===== config.mk =====
export PLATFORM = sky130hd
export DESIGN_NAME = dbg_uart_rx
export DESIGN_NICKNAME = d
export VERILOG_FILES = /design/src/rtl/utils_pkg.sv /design/src/rtl/dbg_rx_fifo.sv /design/src/rtl/dbg_uart_rx.sv
export SDC_FILE = /design/constraint.sdc
export NUM_CORES = 1
export LEC_CHECK = 0
export BUFFER_PORTS_ARGS = -buffer_cell sky130_fd_sc_hd__buf_2
export CORE_ASPECT_RATIO = 1.25
export CORE_UTILIZATION = 35
export DETAILED_ROUTE_END_ITERATION = 12
export PLACE_DENSITY = 0.56
export SETUP_SLACK_MARGIN = 0.5
export SYNTH_ARGS = -nofsm -noshare
export SYNTH_HDL_FRONTEND = slang
export SYNTH_HIERARCHICAL = 1
export SYNTH_SLANG_ARGS = --single-unit

===== constraint.sdc =====
create_clock -name clk -period 2.7 [get_ports clk]
set_input_delay 0.675 -clock clk [delete_from_list [all_inputs] [get_ports clk]]
set_output_delay 0.675 -clock clk [all_outputs]
set_load 0.01 [all_outputs]

===== src/rtl/utils_pkg.sv =====
// utils_pkg: types and widths shared by the debug UART receiver and its FIFO.
package utils_pkg;

    localparam int DBG_BYTE_W = 8;

    typedef enum logic [2:0] {
        RX_IDLE,
        RX_START,
        RX_DATA,
        RX_PARITY,
        RX_STOP
    } dbg_rx_state_t;

endpackage


===== src/rtl/dbg_rx_fifo.sv =====
// dbg_rx_fifo: synchronous FIFO; when full, a pop in the same cycle frees the slot for the push.
module dbg_rx_fifo #(
    parameter int DEPTH = 16,
    parameter int WIDTH = 8
) (
    input  logic                     clk,
    input  logic                     rst_n,
    input  logic                     wr,
    input  logic [WIDTH-1:0]         wr_data,
    input  logic                     rd,
    output logic [WIDTH-1:0]         rd_data,
    output logic                     full,
    output logic                     empty,
    output logic [$clog2(DEPTH):0]   count
);
    localparam int AW = $clog2(DEPTH);

    logic [WIDTH-1:0] mem [DEPTH];
    logic [AW-1:0]    wr_ptr;
    logic [AW-1:0]    rd_ptr;
    logic             rd_ok;
    logic             wr_ok;

    assign empty = (count == '0);
    assign full  = (count == (AW+1)'(DEPTH));
    assign rd_ok = rd & ~empty;
    assign wr_ok = wr & (~full | rd_ok);
    assign rd_data = empty ? '0 : mem[rd_ptr];

    // NOTE: storage has no reset; validity is tracked by count, so resetting it would only cost flops.
    always_ff @(posedge clk) begin
        if (wr_ok) mem[wr_ptr] <= wr_data;
    end

    always_ff @(posedge clk or negedge rst_n) begin
        if (!rst_n) begin
            wr_ptr <= '0;
            rd_ptr <= '0;
            count  <= '0;
        end else begin
            if (wr_ok) wr_ptr <= wr_ptr + 1'b1;
            if (rd_ok) rd_ptr <= rd_ptr + 1'b1;
            case ({wr_ok, rd_ok})
                2'b10:   count <= count + 1'b1;
                2'b01:   count <= count - 1'b1;
                default: ;
            endcase
        end
    end

endmodule


===== src/rtl/dbg_uart_rx.sv =====
// dbg_uart_rx: 8N1 debug-log UART receiver feeding a valid/ready FIFO, with end-of-line flag.
// Define DBG_UART_RX_PARITY_EN to receive 8E1 frames and report parity mismatches as frame_err.
module dbg_uart_rx
    import utils_pkg::*;
#(
    parameter int                    CLKS_PER_BIT = 868,
    parameter int                    FIFO_DEPTH   = 16,
    parameter logic [DBG_BYTE_W-1:0] EOL_CHAR     = 8'h0A
) (
    input  logic                          clk,
    input  logic                          rst_n,
    input  logic                          rxd,
    output logic [DBG_BYTE_W-1:0]         m_data,
    output logic                          m_valid,
    input  logic                          m_ready,
    output logic                          eol,
    output logic                          frame_err,
    output logic                          overflow,
    output logic [$clog2(FIFO_DEPTH):0]   fifo_count
);
    localparam int               CW   = $clog2(CLKS_PER_BIT);
    localparam logic [CW-1:0]    MID  = CW'(CLKS_PER_BIT / 2);
    localparam logic [CW-1:0]    LAST = CW'(CLKS_PER_BIT - 1);
    localparam int               BW   = $clog2(DBG_BYTE_W);

    dbg_rx_state_t           state, state_next;
    logic                    sync1, sync2, rx_prev, rx_s;
    logic [CW-1:0]           cnt;
    logic                    cnt_clr, sample;
    logic [BW-1:0]           bit_idx;
    logic [DBG_BYTE_W-1:0]   shreg;
    logic                    parity_bad;
    logic                    push, pop, full, empty, wr_ok;

    assign rx_s = sync2;

    // NOTE: clocked state uses non-blocking assignments so every flop samples pre-edge values.
    always_ff @(posedge clk or negedge rst_n) begin
        if (!rst_n) state <= RX_IDLE;
        else        state <= state_next;
    end

    // NOTE: every output of this block gets a default first, so no path can infer a latch.
    always_comb begin
        state_next = state;
        cnt_clr    = 1'b0;
        sample     = 1'b0;
        case (state)
            RX_IDLE: begin
                // Only a high-to-low transition starts a frame, so a held break is ignored.
                if (rx_prev && !rx_s) begin
                    state_next = RX_START;
                    cnt_clr    = 1'b1;
                end
            end
            RX_START: begin
                if (cnt == MID) begin
                    cnt_clr    = 1'b1;
                    state_next = rx_s ? RX_IDLE : RX_DATA;
                end
            end
            RX_DATA: begin
                if (cnt == LAST) begin
                    cnt_clr = 1'b1;
                    sample  = 1'b1;
                    if (bit_idx == BW'(DBG_BYTE_W - 1)) begin
`ifdef DBG_UART_RX_PARITY_EN
                        state_next = RX_PARITY;
`else
                        state_next = RX_STOP;
`endif
                    end
                end
            end
`ifdef DBG_UART_RX_PARITY_EN
            RX_PARITY: begin
                if (cnt == LAST) begin
                    cnt_clr    = 1'b1;
                    sample     = 1'b1;
                    state_next = RX_STOP;
                end
            end
`endif
            RX_STOP: begin
                // Returning to IDLE at the stop mid-point leaves half a bit to catch the next start edge.
                if (cnt == LAST) begin
                    cnt_clr    = 1'b1;
                    sample     = 1'b1;
                    state_next = RX_IDLE;
                end
            end
            default: state_next = RX_IDLE;
        endcase
    end

    always_ff @(posedge clk or negedge rst_n) begin
        if (!rst_n) begin
            sync1      <= 1'b1;
            sync2      <= 1'b1;
            rx_prev    <= 1'b1;
            cnt        <= '0;
            bit_idx    <= '0;
            shreg      <= '0;
            parity_bad <= 1'b0;
            push       <= 1'b0;
            frame_err  <= 1'b0;
        end else begin
            sync1     <= rxd;
            sync2     <= sync1;
            rx_prev   <= sync2;
            push      <= 1'b0;
            frame_err <= 1'b0;
            cnt       <= cnt_clr ? '0 : cnt + 1'b1;
            if (state == RX_START) begin
                bit_idx    <= '0;
                parity_bad <= 1'b0;
            end
            if (state == RX_DATA && sample) begin
                shreg   <= {rx_s, shreg[DBG_BYTE_W-1:1]};
                bit_idx <= bit_idx + 1'b1;
            end
`ifdef DBG_UART_RX_PARITY_EN
            if (state == RX_PARITY && sample) parity_bad <= (rx_s != ^shreg);
`endif
            if (state == RX_STOP && sample) begin
                if (rx_s && !parity_bad) push      <= 1'b1;
                else                     frame_err <= 1'b1;
            end
        end
    end

    // shreg holds the received byte unchanged until the next frame's first data sample.
    assign pop      = m_ready & m_valid;
    assign wr_ok    = push & (~full | pop);
    assign eol      = wr_ok & (shreg == EOL_CHAR);
    assign overflow = push & full & ~pop;
    assign m_valid  = ~empty;

    dbg_rx_fifo #(
        .DEPTH (FIFO_DEPTH),
        .WIDTH (DBG_BYTE_W)
    ) u_fifo (
        .clk     (clk),
        .rst_n   (rst_n),
        .wr      (push),
        .wr_data (shreg),
        .rd      (m_ready),
        .rd_data (m_data),
        .full    (full),
        .empty   (empty),
        .count   (fifo_count)
    );

endmodule


==> flow_summary.yaml <==
clocking:
  cts-root-buf: "clkbuf_16"
  clock-sinks: 170
  cts-buffers-inserted: 17
  htreeDepth: 4
  clockBufferDepth: 2
  ctsHoldBuffers: 0
  clkLatencyLatePin_ns: 0.42
  clk_pin_slew_ns: 0.06
  cts_tree: "built"
sta:
  hold_viol: 0
  grt_setup_unrepaired: "true"
  fin_crit_ns: 2.834
  finalCritPeriodShare_pct: 105.0
  max_freq_mhz: 352.8
  worst_pin_slew_ns: 0.6707
  clock_skew_ns: 0.008224
  fin_setup_tns_ns: -0.8731
  slew_violations: 0
  slew_headroom_pct: 55.28
  finalWorstSetupSlack_ns: -0.1344
  setup_viol: 9
route:
  vias: 3802
  drt-total-wl_mm: 14.53
  drc_errors: 0
  drt-initial-drc-count: 236
  ant_nets: 0
  first_pass_iters: 4
  wl_per_cell_um: 19.00
  vias_per_cell: 4.970
cells_and_area:
  fin_area_um2: 8765
  diodes: 0
  syn_to_final_growth_pct: 21.40
  final_nets: 499
  filler_cell_count: 1837
  drive_gt1_share_pct: 38.59
synth:
  synthesis.area_um2: 7219
  synth-seq-cells: 170
  syn_nets: 437
  synth-edff-count: 128
  synth_cell_types: 51
  async_flop_share_pct: 24.71
  ys_seq_area_share_pct: 67.85
  syn_inst: 420
  synth_top_flop_cell: "edfxtp_1"
  yosysWarnings: 6
  syn_avg_cell_area_um2: 17.19
power_and_ir_drop:
  leakage_nw: 3.434
  p_per_area_nw_per_um2: 830.0
  ir_drop_mv: 0.6282
placement:
  io_buffers: 20
  place.gp.congestion: 0.8132
  dp_hpwl_mm: 9.240
  placed_area_um2: 7884
critical_path:
  rr_worst_depth: 10
  worstPathRequired_ns: 2.03
  critPathLaunchType: "flop"
  reg2reg_from: "u_fifo/count[1]"
  crit_fanout: 5
  r2r-end: "u_fifo/count[4]"
  rrSetupSlack_ns: 0.15
  arrival_ns: 2.16
  crit_path_end_kind: "primary output"
  criticalPathCategory: "reg2out"
grt:
  grt_max_degree: 27
  grt_pass1_wl_mm: 22.96
  overflow: 0
  track_usage_pct: 15.02
  grt_pass1_vias: 4015
  antenna_found_initial: 0
hold_path:
  hold_path_class: "in2async"
floorplan:
  initial_core_util_pct: 35.79
  io_pins: 21
  rows: 58
  dieArea_um2: 21210
  core_um2: 20170
  die_w_um: 130.5
  die_h_um: 162.6
run:
  max_cap_viol_count: 0
run_status:
  violations: "setup timing"
  status: "finished with violations"
-- power breakdown --
part	internal [mW]	switching (mW)
registers	2.92	0.225
logic	1.08	0.948
clock network	1.16	0.949
-- critical path, stage by stage, from the launching register on --
cell	delay, ns
dfrtp_2	0.45
buf_12	0.15
buf_4	0.11
mux4_2	0.47
nor2b_1	0.14
a211oi_2	0.21
a211oi_2	0.07
buf_2	0.15
-- layout by cell type, fill, tap and decap left out, drive strengths merged, types with 2 or more instances in the layout --
cell type,instances
edfxtp,128
buf,61
dfrtp,39
mux4,32
nor2,23
clkbuf,18
inv,17
a211oi,16
xnor2,15
ha,12
mux2,11
clkinv,11
nand2,10
and2,10
mux2i,10
nand3,9
nor2b,9
nor4,8
o21ai,8
nor3,4
nand2b,4
o211ai,3
xor2,3
nor3b,3
dfstp,3
or4,3
or3b,3
a21oi,3
clkinvlp,3
nand4b,2
-- worst max-delay path by stage --
stage,to,slack (ns),start,cells past startpoint
2_1_floorplan,u_fifo/count[4],0.17,u_fifo/count[2],9
3_3_place_gp,u_fifo/count[4],0.16,u_fifo/count[2],9
3_5_place_dp,u_fifo/count[4],0.11,u_fifo/count[2],9
4_1_cts,m_data[3],-0.18,u_fifo/rd_ptr[1],7
5_1_grt,m_data[1],-0.23,u_fifo/rd_ptr[1],6
6_report,m_data[7],-0.13,u_fifo/rd_ptr[1],7
-- registers in the layout, indices dropped and copies added (netlist names) --
register	flops
shreg	8
bit_idx	3
state	3
u_fifo/wr_ptr	4
u_fifo/mem	128
frame_err	1
rx_s	1
u_fifo/rd_ptr	4
rx_prev	1
push	1
sync1	1
u_fifo/count	5
cnt	10
-- layer usage --
layer / routed length [um] / up-vias / global-route usage (%)
li1: - / 1756 / -
met5: 0 / - / 0
met2: 7499 / 79 / 25.60
met3: 564 / 12 / 3.121
met1: 6289 / 1955 / 19.18
met4: 179 / 0 / 4.441
-- per-stage QoR --
stage / total power [mW] / instances / hold WS [ns] / utilization, % / worst slack (ns)
floorplan: 4.282 / 420 / 0.3452 / - / 0.1685
global placement: 4.763 / 720 / 0.3494 / 39.08 / 0.1605
detailed placement: 4.792 / 720 / 0.3494 / 39.08 / 0.1102
CTS: 7.262 / 763 / 0.2655 / 43.03 / -0.1811
global route: 7.624 / 765 / 0.3009 / 43.44 / -0.2312
finish: 7.274 / 765 / 0.2671 / 43.44 / -0.1344
-- kinds of logic after synthesis --
| logic type | share of synthesized area, % |
|---|---|
| DFF | 67.85 |
| and+or+nand+nor | 7.695 |
| muxes | 13.60 |
| AOI/OAI and AO/OA | 3.848 |
| buffers and inverters | 2.461 |
| xor gates and xnor gates | 2.184 |
| adders and majority gates | 2.357 |
-- Yosys cell counts (2+ instances only) --
cell      count  area (um2)
nand2b_1      4       25.02
mux2_4        6       90.09
mux4_2       28       630.6
edfxtp_1    128        3844
buf_2         6       30.03
ha_1         12       150.1
mux2i_1      10       100.1
a21oi_1       3       15.01
nor3b_1       3       22.52
and2_1       10       62.56
nor4_1        7       43.79
xor2_1        3       26.28
nand2_1      10       37.54
nor3_1        4       20.02
nand3_1       9       45.04
dfstp_2       3       78.83
dfrtp_1      39       975.9
buf_6         3       33.78
or3b_2        2       17.52
mux2_2        5       56.30
o21ai_2       2       17.52
buf_4         3       22.52
o21ai_0       6       30.03
nand4b_1      2       17.52
a211oi_1     16       120.1
inv_1        17       63.81
mux4_1        4       105.1
clkbuf_1      6       22.52
xnor2_1      15       131.4
o211ai_1      3       22.52
nor2b_1       9       56.30
nor2_1       22       82.58
or4_1         2       15.01
-- area by class of cell --
type | count | area (um2) | share of cell area, %
flip-flops and latches | 170 | 4906 | 55.97
multi-input cells | 214 | 2400 | 27.38
repair buffers | 62 | 536.8 | 6.124
clock buffers | 18 | 429.2 | 4.897
well taps | 270 | 337.8 | 3.854
clock inverters | 14 | 81.33 | 0.9279
inverters | 17 | 73.82 | 0.8423
-- repair_timing --
action                                 in CTS  in global routing
setup buffers                              10                  2
pin swaps                                  14                  4
resized for setup                          46                 20
cloned                                      1                  0
setup endpoints to repair                  32                 95
endpoints found under the hold margin       0                  0
(Power assumes the default switching activity.)
